`src/rtl/ram_fifo_pkg.sv`:
```
// Shared defaults and types for the RAM-backed streaming FIFO controller.
package ram_fifo_pkg;

  localparam int unsigned FIFO_ADDR_W = 4;
  localparam int unsigned FIFO_DATA_W = 8;
  localparam int unsigned FIFO_DEPTH  = 16;
  localparam int unsigned FIFO_CNT_W  = FIFO_ADDR_W + 2;

  typedef enum logic [1:0] {
    PORT_IDLE  = 2'd0,
    PORT_WRITE = 2'd1,
    PORT_READ  = 2'd2
  } port_op_e;

endpackage

```
`src/rtl/ram_fifo_obuf.sv`:
```
// Two-entry in-order output buffer: absorbs RAM read data and presents the head word.
module ram_fifo_obuf #(
  parameter int unsigned DATA_W = 8
) (
  input  logic              clk,
  input  logic              rst,
  input  logic              push,
  input  logic [DATA_W-1:0] push_data,
  input  logic              pop,
  output logic [1:0]        ob_cnt,
  output logic              m_valid,
  output logic [DATA_W-1:0] m_data
);

  logic [DATA_W-1:0] mem_q [2];
  logic [DATA_W-1:0] mem_d [2];
  logic              head_q, head_d;
  logic [1:0]        cnt_q, cnt_d;
  logic              valid_q, valid_d;
  logic [DATA_W-1:0] data_q, data_d;
  logic              tail;
  logic              do_pop;

  // Tail sits one past the head when a single entry is held, on the head otherwise.
  always_comb begin
    mem_d   = mem_q;
    head_d  = head_q;
    tail    = head_q ^ cnt_q[0];
    do_pop  = pop & valid_q;
    if (push) mem_d[tail] = push_data;
    if (do_pop) head_d = ~head_q;
    cnt_d   = cnt_q + 2'(push) - 2'(do_pop);
    valid_d = (cnt_d != 2'd0);
    data_d  = mem_d[head_d];
  end

  always_ff @(posedge clk) begin
    if (rst) begin
      mem_q   <= '{default: '0};
      head_q  <= 1'b0;
      cnt_q   <= 2'd0;
      valid_q <= 1'b0;
      data_q  <= '0;
    end else begin
      mem_q   <= mem_d;
      head_q  <= head_d;
      cnt_q   <= cnt_d;
      valid_q <= valid_d;
      data_q  <= data_d;
    end
  end

  assign ob_cnt  = cnt_q;
  assign m_valid = valid_q;
  assign m_data  = data_q;

endmodule

```
`src/rtl/ram_fifo_ctrl.sv`:
```
// FIFO controller sharing one single-port RAM between stream writes and reads.
module ram_fifo_ctrl
  import ram_fifo_pkg::*;
#(
  parameter int unsigned ADDR_W = FIFO_ADDR_W,
  parameter int unsigned DATA_W = FIFO_DATA_W,
  parameter int unsigned DEPTH  = FIFO_DEPTH
) (
  input  logic              clk,
  input  logic              rst,
  input  logic              s_valid,
  output logic              s_ready,
  input  logic [DATA_W-1:0] s_data,
  output logic              m_valid,
  input  logic              m_ready,
  output logic [DATA_W-1:0] m_data,
  output logic [ADDR_W+1:0] count,
  output logic              full,
  output logic              empty,
  output logic              ram_we,
  output logic [ADDR_W-1:0] ram_addr,
  output logic [DATA_W-1:0] ram_din,
  input  logic [DATA_W-1:0] ram_dout
);

  localparam int unsigned RCNT_W = ADDR_W + 1;
  localparam int unsigned CNT_W  = ADDR_W + 2;

  logic [ADDR_W-1:0] wr_ptr_q, wr_ptr_d;
  logic [ADDR_W-1:0] rd_ptr_q, rd_ptr_d;
  logic [RCNT_W-1:0] ram_cnt_q, ram_cnt_d;
  logic              inflight_q, inflight_d;
  logic [CNT_W-1:0]  count_q, count_d;
  logic              full_q, full_d;
  logic              empty_q, empty_d;

  logic [1:0]        ob_cnt;
  logic              ob_pop;
  logic              rd_elig;
  logic              rd_urgent;
  logic              s_hs;
  port_op_e          op;

  assign ob_pop = m_valid & m_ready;

  // Port arbitration: a starving output buffer beats writes, writes beat refills.
  always_comb begin
    rd_elig   = (ram_cnt_q != '0) &&
                ((3'(ob_cnt) + 3'(inflight_q)) < (3'd2 + 3'(ob_pop)));
    rd_urgent = rd_elig && (ob_cnt == 2'd0) && !inflight_q;
    op        = PORT_IDLE;
    if (!rst) begin
      if (rd_urgent)                op = PORT_READ;
      else if (s_valid && !full_q)  op = PORT_WRITE;
      else if (rd_elig)             op = PORT_READ;
    end
  end

  assign s_ready  = !rst && !full_q && !rd_urgent;
  assign s_hs     = s_valid & s_ready;
  assign ram_we   = (op == PORT_WRITE);
  assign ram_addr = (op == PORT_WRITE) ? wr_ptr_q : (rst ? '0 : rd_ptr_q);
  assign ram_din  = (op == PORT_WRITE) ? s_data : '0;

  always_comb begin
    wr_ptr_d   = wr_ptr_q;
    rd_ptr_d   = rd_ptr_q;
    ram_cnt_d  = ram_cnt_q;
    inflight_d = 1'b0;
    case (op)
      PORT_WRITE: begin
        wr_ptr_d  = wr_ptr_q + ADDR_W'(1);
        ram_cnt_d = ram_cnt_q + RCNT_W'(1);
      end
      PORT_READ: begin
        rd_ptr_d   = rd_ptr_q + ADDR_W'(1);
        ram_cnt_d  = ram_cnt_q - RCNT_W'(1);
        inflight_d = 1'b1;
      end
      default: ;
    endcase
    count_d = count_q + CNT_W'(s_hs) - CNT_W'(ob_pop);
    full_d  = (ram_cnt_d == RCNT_W'(DEPTH));
    empty_d = (count_d == '0);
  end

  always_ff @(posedge clk) begin
    if (rst) begin
      wr_ptr_q   <= '0;
      rd_ptr_q   <= '0;
      ram_cnt_q  <= '0;
      inflight_q <= 1'b0;
      count_q    <= '0;
      full_q     <= 1'b0;
      empty_q    <= 1'b1;
    end else begin
      wr_ptr_q   <= wr_ptr_d;
      rd_ptr_q   <= rd_ptr_d;
      ram_cnt_q  <= ram_cnt_d;
      inflight_q <= inflight_d;
      count_q    <= count_d;
      full_q     <= full_d;
      empty_q    <= empty_d;
    end
  end

  // Read data returns one edge after issue; a read cut off by reset is dropped.
  ram_fifo_obuf #(
    .DATA_W (DATA_W)
  ) u_obuf (
    .clk       (clk),
    .rst       (rst),
    .push      (inflight_q),
    .push_data (ram_dout),
    .pop       (ob_pop),
    .ob_cnt    (ob_cnt),
    .m_valid   (m_valid),
    .m_data    (m_data)
  );

  assign count = count_q;
  assign full  = full_q;
  assign empty = empty_q;

endmodule
```
`config.mk`:
```
export PLATFORM = sky130hd
export DESIGN_NAME = ram_fifo_ctrl
export DESIGN_NICKNAME = d
export VERILOG_FILES = /design/src/rtl/ram_fifo_pkg.sv /design/src/rtl/ram_fifo_obuf.sv /design/src/rtl/ram_fifo_ctrl.sv
export SDC_FILE = /design/constraint.sdc
export NUM_CORES = 1
export LEC_CHECK = 0
export BUFFER_PORTS_ARGS = -buffer_cell sky130_fd_sc_hd__buf_2
export CORE_ASPECT_RATIO = 0.6
export CORE_UTILIZATION = 40
export CTS_BUF_LIST = sky130_fd_sc_hd__clkbuf_8 sky130_fd_sc_hd__clkbuf_16
export CTS_CLUSTER_SIZE = 40
export DETAILED_ROUTE_END_ITERATION = 16
export SETUP_SLACK_MARGIN = 0.4
export SLEW_MARGIN = 20
export SYNTH_ARGS = -nofsm -noshare
export SYNTH_HDL_FRONTEND = slang
export SYNTH_SLANG_ARGS = --single-unit
```
`constraint.sdc`:
```
create_clock -name clk -period 2.63 [get_ports clk]
set_input_delay 0.263 -clock clk [delete_from_list [all_inputs] [get_ports clk]]
set_output_delay 0.263 -clock clk [all_outputs]
set_load 0.01 [all_outputs]
```
# Yosys cells after proc, flatten, opt, wreduce, memory -nomap -nowiden
# Index checks and enable logic that the tools add are counted.
[totals]
output_inout_bits = 31
regBits = 50
wordCells = 69
[op_classes]
n_eq_ne = 3
addsub = 10
bitwise_logic = 7
mux = 17
n_lt_le_gt_ge = 4
n_reduce_logical = 15
[op_table]
columns = ["operator", "count"]
rows = [
  ["$mux 8", 5],
  ["$bwmux 16", 1],
  ["$mux 16", 1],
  ["$pmux 5 s2", 1],
  ["$add 4x1->4 const B", 2],
  ["$demux 8 s1", 1],
  ["$mux 2", 4],
  ["$mux 4", 2],
  ["$logic_and 1x1->1", 7],
  ["$add 6x1->6", 1],
  ["$logic_not 6->1", 1],
  ["$sub 6x1->6", 1],
  ["$add 5x1->5 const B", 1],
  ["$eq 5x5->1 const B", 1],
  ["$reduce_bool 5->1", 1],
  ["$sub 5x1->5 const B", 1],
  ["$ge 2x2->1 const B", 2],
  ["$logic_not 1->1", 4],
  ["$not 1->2", 2],
  ["$add 2x1->3", 1],
  ["$add 2x1->3 const A", 1],
  ["$and 1x1->1", 3],
  ["$lt 3x3->1", 1],
  ["$add 2x1->2", 1],
  ["other kinds (9)", 10],
]

# Longest topological paths before layout
# Gate-level depths: netlist of run 1.
[logic_depth]
ltp_word = 12
depth_mapped = 14
mapped_depth_nobuf = 14

# Modules after synthesis
# From an unflattened synthesis of run 1, not the netlist that was laid out.
[hier_totals]
hier_cells = 258
area_unflattened_um2 = 2421.1
[modules_own_cells]
columns = ["mod", "seq_area_each_um2", "n_inst", "cells_per_inst", "area_each_um2"]
rows = [
  ["ram_fifo_ctrl", 440.4, 1, 168, 1436.4],
  ["ram_fifo_obuf", 560.5, 1, 90, 984.7],
]

# Least setup slack after synthesis of run 1
# Ideal clock, no wire load.
[synth_timing]
path_kind = "reg2reg"
from = "register inflight_q"
to = "register full_q, in the netlist full"
path_slack_ps = -262
setup_ps = 132
required_time_ps = 2498
period_less_slack_ps = 2892
arrival_ps = 2760
stages_incl_launch_ff = 12
cell_sequence = "dfxtp_1 -> ha_1 -> ha_1 -> a221oi_2 -> a211oi_2 -> nand2_1 -> ha_1 -> fa_1 -> a21o_1 -> a2111oi_0 -> nand4b_1 -> a211oi_1"
[synth_between]
elab_chain_len = 10
elab_cells_between_ends = 14
cone_classes = "1 x add/sub; 1 x order compare; 3 x eq/ne; 5 x mux; 4 x reduce/logical"
[synth_rtl]
columns = ["element", "line_no", "rtl"]
rows = [
  ["start, declared", "ram_fifo_ctrl.sv:32", "logic inflight_q, inflight_d;"],
  ["start signal, assigned", "ram_fifo_ctrl.sv:100", "inflight_q <= inflight_d;"],
  ["$add 2x1->3", "ram_fifo_ctrl.sv:49", "((3'(ob_cnt) + 3'(inflight_q)) < (3'd2 + 3'(ob_pop)));"],
  ["$lt 3x3->1", "ram_fifo_ctrl.sv:49", ""],
  ["$logic_and 1x1->1", "ram_fifo_ctrl.sv:48", "rd_elig = (ram_cnt_q != '0) &&"],
  ["$mux 2 or $logic_and 1x1->1 (tied branches)", "ram_fifo_ctrl.sv:55, ram_fifo_ctrl.sv:50", ""],
  ["$mux 2 or $logic_and 1x1->1 (tied branches)", "ram_fifo_ctrl.sv:54, ram_fifo_ctrl.sv:50", ""],
  ["$mux 2 (*)", "ram_fifo_ctrl.sv:53", "if (rd_urgent) op = PORT_READ;"],
  ["$mux 2 (*)", "ram_fifo_ctrl.sv:52", "if (!rst) begin"],
  ["$eq 2x2->1 or $eq 2x1->1 (tied branches)", "ram_fifo_ctrl.sv:70", "case (op)"],
  ["$pmux 5 s2 (*)", "ram_fifo_ctrl.sv:70", ""],
  ["$eq 5x5->1 (*)", "ram_fifo_ctrl.sv:83", "full_d = (ram_cnt_d == RCNT_W'(DEPTH));"],
  ["end signal, assigned", "ram_fifo_ctrl.sv:102", "full_q <= full_d;"],
  ["end, declared", "ram_fifo_ctrl.sv:34", "logic full_q, full_d;"],
]
# Every way passes the cells marked *; elsewhere a longest branch is shown, timed or not.
# A chain may end at the register's enable or synchronous reset.

# Final worst setup path of run 1
[layout_timing]
from = "register u_obuf.cnt_q[0], in the netlist u_obuf.ob_cnt[0]"
to = "register empty_q, in the netlist empty"
[layout_between]
elab_chain_len = 11
elab_cells_between_ends = 12
cone_classes = "3 x add/sub; 1 x order compare; 1 x bitwise; 7 x reduce/logical"
[layout_rtl]
columns = ["element", "line_no", "rtl"]
rows = [
  ["start, declared", "ram_fifo_obuf.sv:18", "logic [1:0] cnt_q, cnt_d;"],
  ["start signal, assigned", "ram_fifo_obuf.sv:47", "cnt_q <= cnt_d;"],
  ["$add 2x1->3", "ram_fifo_ctrl.sv:49", ""],
  ["$lt 3x3->1", "ram_fifo_ctrl.sv:49", ""],
  ["$logic_and 1x1->1", "ram_fifo_ctrl.sv:48", ""],
  ["$logic_and 1x1->1 (*) (2 in a row)", "ram_fifo_ctrl.sv:50", "rd_urgent = rd_elig && (ob_cnt == 2'd0) && !inflight_q;"],
  ["$logic_not 1->1 (*)", "ram_fifo_ctrl.sv:59", "assign s_ready = !rst && !full_q && !rd_urgent;"],
  ["$logic_and 1x1->1 (*)", "ram_fifo_ctrl.sv:59", ""],
  ["$and 1x1->1 (*)", "ram_fifo_ctrl.sv:60", "assign s_hs = s_valid & s_ready;"],
  ["$add 6x1->6 (*)", "ram_fifo_ctrl.sv:82", "count_d = count_q + CNT_W'(s_hs) - CNT_W'(ob_pop);"],
  ["$sub 6x1->6 (*)", "ram_fifo_ctrl.sv:82", ""],
  ["$logic_not 6->1 (*)", "ram_fifo_ctrl.sv:84", "empty_d = (count_d == '0);"],
  ["end signal, assigned", "ram_fifo_ctrl.sv:103", "empty_q <= empty_d;"],
  ["end, declared", "ram_fifo_ctrl.sv:35", "logic empty_q, empty_d;"],
]
# Marks and branches as above.

==> metrics.txt, run 1 <==
outcome=complete, but fails checks; violated checks=negative setup slack; die footprint=between 6000 and 7000 sq um; vias in the first global route=about 1800; Starting Density=0.424; placed cells=around 400; pwr/cell area=around 1100 nW/um^2; first-pass GRT wire length=between 8 and 9 mm; total power=approximately 3.7 mW; DRC Markers=0; Remaining Overflow, GRT=0; GRT Total Usage=0.171; Rows=21; top-area cell type share of the netlist area=0.416; die height=around 62 um; number of max-cap violations=0; slowest stage delay, CP=about 0.37 ns; number of routed nets with antenna violations=0; startpoint types=register; area delta synth->final=41.6%; Max Transition Viols Final=0; Async SR Flop Fraction=0; register area share after synthesis=0.416; Critical Path End Type=register; Clock Path Buffers=2; Mapped Cells=260; synthesized net count=~300; Detailed Route WL=5.07 mm; nets@finish=~370; Critical Path Slowest Stage Cell=a221oi_4; Avg WL per Cell=12.2 um; cts bufs inserted=5; Worst VDD drop=roughly 570 uV; RSZ-0062 raised after global routing=yes; Clock Skew=between 0.002 and 0.0025 ns; Period minus WS final=between 2 and 3 ns; largest net degree at the start of global routing=47; post-synthesis cell type count=between 40 and 50; Final Hold Violating Endpoints=0; Avg Cell Area, Syn=just over 9 sq um; RePlAce Congestion=~0.77; area leader, netlist=dfxtp_1; DP Wirelength=approximately 3.7 mm; First-pass DRT Iterations=4; DRT iter0 DRCs=26; setup slack after layout=-0.163 ns; PortBufs=50; post-placement cell area=just over 3000 sq um; relative slew slack=0.605; Finished Layout Cells=~420; clk slew on worst S/H paths=about 0.090 ns; crit path kind=reg2reg; Worst Tran Pin Value=just under 0.6 ns; core area=5680 sq um; fmax=between 0.3 and 0.4 GHz; hold crit path type=in2reg; final setup vio count=19; io pins=51; CTS tree=yes; EDFF count, synth=0; Avg Vias per Cell=roughly 4.7; Post-Syn Area=about 2400 sq um; crit share post-route=1.06; CP delay by family, top=adder cells; clk sinks=50; Arrival @ worst endpoint=just over 3 ns; cell mode on critical path=ha_4; Req. time, crit path=2.88 ns; routed vias=slightly below 2000; Lkg Pwr=around 1.6 nW; Final Cell Area=3410 sq um; share of layout cells above drive strength 1=0.411; CTS root buf=clkbuf_8; number of H-tree levels=2; critical path peak fanout=3; Top FF cell, synth=dfxtp_1; Die W=between 100 and 150 um; later-pin clock latency in the skew report=0.30 ns; Buf/Inv on CP=2; n_diodes=0; Warnings, synthesis=0; Synth area leaders=dfxtp_1 42%, ha_1 8.8%, mux2i_1 8.3%; crit-path cells=ha_4 > nand3b_1 > a221oi_4 > a211oi_4 > nand2_2 > ha_4 > inv_2 > ha_4 > inv_2 > fa_2 > nand2b_4 > a21oi_2 > xnor2_1 > a41o_1; FF+latch count, synth=50; initial antenna violation count=0
power by group:
group	switching, mW	leakage (nW)	total, mW	internal (mW)
sequential	0.113	0.408	1.03	0.913
combinational	0.982	1.13	2.14	1.16
clock	0.254	0.0678	0.583	0.329
layer usage:
layer	routed length, um	GRT usage
met3	224	0.0414
met2	2220	0.279
met1	2570	0.226
met5	0	0
met4	50	0.0551
state kept, by name (all words and copies together), names as in the netlist:
name            cells
empty               1
u_obuf.m_valid      1
full                1
ram_cnt_q           5
wr_ptr_q            4
u_obuf.m_data       8
u_obuf.mem_q       16
inflight_q          1
u_obuf.head_q       1
rd_ptr_q            4
u_obuf.ob_cnt       2
count               6
synthesized netlist by cell type, drive strengths merged, types with 2 or more instances:
master / instances
nand2b: 6
nor2b: 2
nor3: 5
inv: 16
a21oi: 10
xor2: 8
buf: 6
or2: 4
a211oi: 2
nand2: 12
o21ai: 5
nor2: 40
nand4: 4
nor3b: 4
dfxtp: 50
and2: 12
clkbuf: 6
xnor2: 7
o22ai: 8
mux2i: 20
fa: 2
ha: 17
final cells by class:
| class | count | area (sq um) |
|---|---|---|
| Clock buffer | 8 | 133 |
| Fill cell | 506 | 2270 |
| Inverter | 16 | 60.1 |
| Multi-Input combinational cell | 182 | 1550 |
| Sequential cell | 50 | 1010 |
| Tap cell | 80 | 100 |
| Timing Repair Buffer | 80 | 557 |
layout by cell type (no fill, tap or decap), types with 2 or more instances in the layout:
cell       instances
a21oi_1            8
and2_1             4
and2_4             8
buf_2             42
buf_4             24
buf_6             13
clkbuf_16          2
clkbuf_8           6
dfxtp_1           48
dfxtp_4            2
fa_2               2
ha_1               8
ha_4               9
inv_1             12
inv_2              4
mux2i_1           20
nand2_1            7
nand2_2            5
nand2b_1           2
nand2b_4           4
nand4_1            4
nor2_1            40
nor2b_1            2
nor3_1             4
nor3b_1            3
o21ai_2            3
o22ai_1            8
or2_1              2
xnor2_1            5
xnor2_2            2
xor2_1             7
final timing paths:
kind | end | slack, ns | startpoint | cells after the start
max | empty | -0.16 | u_obuf.ob_cnt[0] | 14
min | u_obuf.mem_q[5] | 0.23 | ram_dout[5] | 3
max reg2reg | empty | -0.16 | u_obuf.ob_cnt[0] | 14
min reg2reg | u_obuf.mem_q[4] | 0.50 | u_obuf.mem_q[4] | 2
stage by stage:
stage,TNS (ns),util,worst slack [ns],hold slack [ns]
global placement,-0.413,0.536,-0.136,0.470
finish,-1.76,0.600,-0.163,0.228
global route,-4.47,0.600,-0.311,0.238
floorplan,-0.245,-,-0.116,0.426
CTS,-2.43,0.588,-0.198,0.225
detailed placement,-0.810,0.536,-0.201,0.484
cell families (layout without fill, tap and decap cells):
kind of cell    Yosys count  in the layout  synth area share
fa+ha+maj                19             19             0.105
mux                      20             20            0.0832
buf+inv                  28            104            0.0484
xor+xnor                 15             15            0.0546
compound gates           34             34            0.0957
flops                    50             50             0.416
simple gates             94             94             0.197
worst reg2reg max path: cells and delay by family (launching register included):
kind / cells / cell delay [ns]
AO/OA/AOI/OAI: 4 / 0.80
XOR/XNOR: 1 / 0.15
adder cells (fa/ha/maj): 4 / 0.89
buffers and inverters: 2 / 0.08
flip-flops: 1 / 0.36
AND/OR/NAND/NOR: 3 / 0.44
timing repair:
action / 4_1_cts / 5_1_grt
pin swaps: 2 / 10
resized for setup: 26 / 12
hold buffers: 0 / 0
endpoints found under the setup margin: 29 / 33
setup buffers: 4 / 2
No activity file was read; power rests on OpenSTA's default activity.
==> run 2: changes to the inputs <==
- SYNTH_HIERARCHICAL: default -> 1
==> run 2 against run 1 <==
Effect of this change: area after synthesis up 0.68%; die area rose by 0.66%; clock power decreased by 4.8%; largest power group unchanged; utilization rose by 1.7 points; the run still ends with negative setup slack left; clock skew up 0.0077 ns; sequential cell count unchanged; sequential share of layout area is 0.99 points lower.
==> metrics.txt, run 2 <==
later-pin clock latency in the skew report=approximately 0.31 ns; Final Cell Area=3520 sq um; r2r startpoint=inflight_q; Detailed Route WL=5.82 mm; top-area cell type share of the netlist area=0.413; CP Capture Point=empty; post-synthesis simple-gate area fraction=0.188; Mapped Cells=approximately 260; Die W=about 100 um; clk sinks=50; critical path peak fanout=3; pwr/cell area=between 1000 and 1500 nW/um^2; commonest cells after routing, fill and taps aside=47 x dfxtp_1, 40 x buf_2, 38 x nor2_1, 24 x buf_6, 22 x buf_4; synthesized net count=slightly below 300; Arrival @ worst endpoint=~3.0 ns; placed cells=397; first-pass GRT wire length=a little over 9 mm; Largest register FFs=16; crit path kind=reg2reg; Avg WL per Cell=roughly 14 um; reg2reg end=empty; Synth area leaders=dfxtp_1 41%, ha_1 8.8%, mux2i_1 8.3%; Post-Synth XOR/XNOR Area=0.0543; Warnings, synthesis=6; Final Hold Violating Endpoints=0; Clock Path Buffers=2; core area=between 5000 and 6000 sq um; Max Transition Viols Final=0; Util after Layout=0.617; outcome=complete, but fails checks; global routing usage on met3=0.0383; Avg Vias per Cell=between 4 and 5; Rows=21; CTS tree=yes; clk slew on worst S/H paths=roughly 0.10 ns; GRT Total Usage=0.183; number of routed nets with antenna violations=0; setup slack after layout=-0.176 ns; die height=about 62 um; Req. time, crit path=around 2.8 ns; final setup vio count=19; DRC Markers=0; FF+latch count, synth=50; Clock Skew=0.00970 ns; PortBufs=50; DRT iter0 DRCs=77; number of max-cap violations=0; vias in the first global route=~2000; Worst Tran Pin Value=around 0.54 ns; EDFF count, synth=0; area leader, netlist=dfxtp_1; RePlAce Congestion=0.775; most frequent cell after synthesis=dfxtp_1; initial antenna violation count=0; largest family of logic cells by synthesized area=simple AND/OR/NAND/NOR gates; Top FF cell, synth=dfxtp_1; nets@finish=roughly 380; cts bufs inserted=5; synth cell count leaders=50 x dfxtp_1, 39 x nor2_1, 20 x mux2i_1; Starting Density=0.425; Compound-Gate Fraction of Synth Area=0.109; register area share after synthesis=0.413; Adder-Cell Fraction of Synth Area=0.104; cells on worst reg2reg path=14; routed vias=roughly 2100; io pins=51; Post-Syn Area=around 2400 sq um; startpoint types=register; multiplexer share of the synthesized area=0.0827; First-pass DRT Iterations=4; GRT met1 Usage=0.269; Worst VDD drop=between 700 and 800 uV; n_diodes=0; Async SR Flop Fraction=0; Avg Cell Area, Syn=between 9 and 10 sq um; Crit. Startpoint=inflight_q; R2R setup slack=-0.18 ns; area delta synth->final=45.4%; RSZ-0062 raised after global routing=yes; DP Wirelength=3.84 mm; number of H-tree levels=2; commonest non-fill, non-tap cell in the layout=dfxtp_1; relative slew slack=0.642; global routing's busiest layer=met1; share of layout cells above drive strength 1=0.455; hold crit path type=in2reg; met2 Use GR=0.265; crit share post-route=1.07; post-placement cell area=between 2000 and 3000 sq um; Lkg Pwr=1.67 nW; violated checks=negative setup slack; Fillers=492; Critical Path End Type=register; Biggest register=u_obuf/mem_q; Finished Layout Cells=between 400 and 500; Setup TNS=-1.39 ns; CTS root buf=clkbuf_8; largest net degree at the start of global routing=32; Period minus WS final=about 2.8 ns; die footprint=6380 sq um; post-synthesis cell type count=46; Remaining Overflow, GRT=0; fmax=between 0.3 and 0.4 GHz
[run 2: cell count changes after synthesis, sizes merged, moves of 2 or more]
cell,change
buf,+2
nand2b,-2
inv,-2
clkbuf,-2
[run 2: worst min-delay path by stage]
| stage | start | end | cells after the start | slack [ns] |
|---|---|---|---|---|
| 4_1_cts | ram_dout[0] | u_obuf/mem_q[0] | 3 | 0.22 |
| 2_1_floorplan | ram_dout[2] | u_obuf/mem_q[10] | 2 | 0.43 |
| 3_3_place_gp | u_obuf/mem_q[10] | u_obuf/mem_q[10] | 2 | 0.47 |
| 6_report | ram_dout[0] | u_obuf/mem_q[0] | 3 | 0.22 |
| 5_1_grt | ram_dout[4] | u_obuf/mem_q[4] | 3 | 0.24 |
| 3_5_place_dp | u_obuf/mem_q[7] | u_obuf/mem_q[7] | 2 | 0.48 |
[run 2: critical path, stage by stage, from the launching register on]
cell and delay, ns:
dfxtp_4 0.36, ha_4 0.16, ha_4 0.26, a221oi_4 0.07, a211oi_4 0.27, nand2_2 0.11, ha_4 0.29, inv_4 0.03
ha_4 0.15, buf_4 0.12, buf_6 0.11, a211o_1 0.28, a21oi_2 0.13, o211ai_1 0.11, a41o_1 0.25
[run 2: layout make-up]
class,count,area [sq um],share of cell area
clock buffer,5,68.8,0.0196
tap,80,100,0.0284
clock inverter,3,43.8,0.0124
sequential,50,1010,0.286
timing repair buffer,87,651,0.185
inverter,14,55.1,0.0156
multi-input combinational,182,1590,0.453
[run 2: where the power goes]
group          switching (mW)  internal, mW  total [mW]
Combinational            1.34          1.63        2.97
Sequential              0.103         0.919        1.02
Clock                   0.269         0.285       0.555
[run 2: kinds of logic after synthesis]
| group | count (synthesis) |
|---|---|
| AOI/OAI and AO/OA | 38 |
| adders and majority gates | 19 |
| buffers and inverters | 26 |
| and+or+nand+nor | 90 |
| muxes | 20 |
| DFF | 50 |
| xor gates and xnor gates | 15 |
[run 2: per-stage QoR]
stage	hold WS (ns)	power (mW)	worst slack, ns
CTS	0.215	4.10	-0.141
global placement	0.471	3.16	-0.0788
floorplan	0.426	2.54	-0.0961
finish	0.218	4.55	-0.176
global route	0.235	4.87	-0.283
detailed placement	0.485	3.19	-0.164
[run 2: repair_timing]
action	CTS	global route
hold buffers	0	0
endpoints found under the setup margin	28	36
buffers inserted	10	6
pin swaps	17	21
gates resized for setup	26	43
[run 2: routing by layer]
layer	vias up	wire length [um]	part of all wire
met5	-	0	0
met4	0	105	0.018
met3	12	205	0.035
met2	44	2560	0.44
met1	952	2950	0.51
li1	1042	-	-
==> run 3: changes to the inputs <==
- GPL_TIMING_DRIVEN: default -> 0
- SKIP_LAST_GASP: default -> 1
==> run 3 against run 2 <==
Effect of this change: the flow still finishes with violations (negative setup slack); power decreased by 13%; sequential share of layout area is 1.9 points higher; sequential power about the same; first-iteration DRC count decreased by 23%; routed wire length down 5.9%; count of clock-buffer cells in the layout is the same; worst hold slack improved by 0.013 ns; critical path type is now reg2out; highest routed layer unchanged.
==> metrics.txt, run 3 (same netlist as run 2, synthesis figures left out) <==
cts bufs inserted=5; io pins=51; Die W=102 um; total power=3.96 mW; Fillers=502; pwr/cell area=1200 nW/um^2; commonest non-fill, non-tap cell in the layout=dfxtp_1; Arrival @ worst endpoint=2.58 ns; crit share post-route=1.08; DRC Markers=0; RSZ-0062 raised after global routing=yes; hold crit path type=in2reg; First-pass DRT Iterations=4; Largest register FFs=16; CTS tree=yes; Final Hold Violating Endpoints=0; Starting Density=0.425; DRT iter0 DRCs=about 60; r2r startpoint=u_obuf/ob_cnt[0]; Setup TNS=-2.08 ns; Lkg Pwr=approximately 1.5 nW; Clock Skew=0.0112 ns; setup slack after layout=-0.217 ns; area of the multi-input gates=1550 sq um; pre-CTS setup slack=-0.233 ns; number of H-tree levels=2; Req. time, crit path=approximately 2.4 ns; number of max-cap violations=0; vias in the first global route=approximately 1900; DR top layer=met4; core area=about 5700 sq um; RePlAce Congestion=between 0.7 and 0.8; die height=62.3 um; die footprint=6380 sq um; CP Capture Point=ram_addr[3]; area delta synth->final=36.5%; PortBufs=50; fmax=between 0.3 and 0.4 GHz; Worst Tran Pin Value=0.531 ns; Met2 Routed Length=2.31 mm; Remaining Overflow, GRT=0; commonest cells after routing, fill and taps aside=48 x dfxtp_1, 42 x buf_2, 39 x nor2_1, 20 x mux2i_1, 16 x buf_6; sequential cell area=slightly above 1000 sq um; crit path kind=reg2out; placed cells=a little under 400; largest net degree at the start of global routing=17; wl on met1=2.88 mm; Clock Path Buffers=2; number of routed nets with antenna violations=0; CTS root buf=clkbuf_8; n_diodes=0; metal3 WL=~210 um; startpoint types=register; Buf/Inv on CP=3; Finished Layout Cells=407; cells on worst reg2reg path=13; Biggest register=u_obuf/mem_q; cell mode on critical path=ha_4; violated checks=negative setup slack; GRT Total Usage=0.177; clk sinks=50; Hold Worst Slack=between 0.2 and 0.25 ns; Max Transition Viols Final=0; crit-path cells=ha_4 > nand3b_1 > a221oi_4 > a211oi_4 > buf_4 > and2_4 > ha_4 > buf_6 > nand2b_4 > o21ai_2 > buf_2; Avg Vias per Cell=around 4.9; nets@finish=between 300 and 400; Critical Path End Type=output port; Worst VDD drop=just over 700 uV; DP Wirelength=about 3.9 mm; later-pin clock latency in the skew report=between 0.3 and 0.4 ns; Period minus WS final=between 2 and 3 ns; first-pass GRT wire length=roughly 8.8 mm; relative slew slack=0.646; critical path peak fanout=7; slowest stage delay, CP=a little under 0.4 ns; initial antenna violation count=0; final setup vio count=17; CP delay by family, top=compound AO/OA/AOI/OAI gates; clk slew on worst S/H paths=0.10 ns; reg2reg end=empty; Detailed Route WL=between 5 and 6 mm; share of layout cells above drive strength 1=0.385; Crit path depth=11; Avg WL per Cell=between 10 and 15 um; routed vias=between 2000 and 2500; Crit. Startpoint=inflight_q; Critical Path Slowest Stage Cell=a221oi_4; outcome=complete, but fails checks; R2R setup slack=-0.20 ns; Rows=21
==> run 3: cell count changes in the layout (fill, tap and decap cells not counted), moves of 3 or more <==
cell	change
nand2_1	+5
nand2_2	-4
and2_4	-3
buf_4	-14
clkbuf_1	+3
buf_6	-8
==> run 3: worst reg2reg max path, stage by stage (launching register included) <==
cell	delay [ns]
dfxtp_4	0.36
ha_4	0.25
nand3b_1	0.14
a221oi_4	0.10
a211oi_4	0.27
nand2_1	0.08
ha_1	0.29
inv_2	0.04
ha_4	0.15
fa_2	0.39
a21o_1	0.18
a21oi_2	0.14
xnor2_1	0.16
a41o_1	0.20
==> run 3: through the flow <==
step | area (sq um) | util
after global placement | 2910 | 0.510
after global routing | 3300 | 0.580
after CTS | 3150 | 0.553
final | 3300 | 0.580
after detailed placement | 2910 | 0.510
after floorplan | 2550 | -
==> run 3: repair_timing <==
| action | CTS | global route |
|---|---|---|
| pin swaps | 17 | 17 |
| cloned | 1 | 0 |
| buffers inserted | 6 | 4 |
| setup endpoints to repair | 29 | 31 |
| resized for setup | 18 | 30 |
| hold buffers | 0 | 0 |
==> run 3: final cells by class <==
type                    instances  area share
plain buffers                  12      0.0299
clock buffers                   5      0.0208
clock inverters                 3     0.00644
inverters                      14      0.0159
multi-input cells             182       0.470
flip-flops and latches         50       0.305
well taps                      80      0.0303
repair buffers                 61       0.121
==> run 3: where the power goes <==
| group | total [mW] | leakage (nW) | internal [mW] | switching (mW) |
|---|---|---|---|---|
| sequential | 1.05 | 0.407 | 0.920 | 0.130 |
| combinational | 2.46 | 1.08 | 1.28 | 1.18 |
| clock | 0.449 | 0.0441 | 0.187 | 0.261 |
| total | 3.96 | 1.53 | 2.38 | 1.58 |
==> run 3: worst min-delay path by stage <==
stage                     startpoint  cells after the start               end  slack [ns]
CTS                      ram_dout[0]                      3   u_obuf/mem_q[8]        0.22
floorplan                ram_dout[2]                      2  u_obuf/mem_q[10]        0.43
global placement    u_obuf/mem_q[10]                      2  u_obuf/mem_q[10]        0.47
global route             ram_dout[3]                      3  u_obuf/mem_q[11]        0.23
finish                   ram_dout[0]                      3   u_obuf/mem_q[8]        0.23
detailed placement  u_obuf/mem_q[10]                      2  u_obuf/mem_q[10]        0.48
==> run 3: layer usage <==
metal,vias up,global-route usage
met4,0,0.0482
met1,935,0.263
met2,46,0.255
li1,1017,-
met3,7,0.0383
met5,-,0
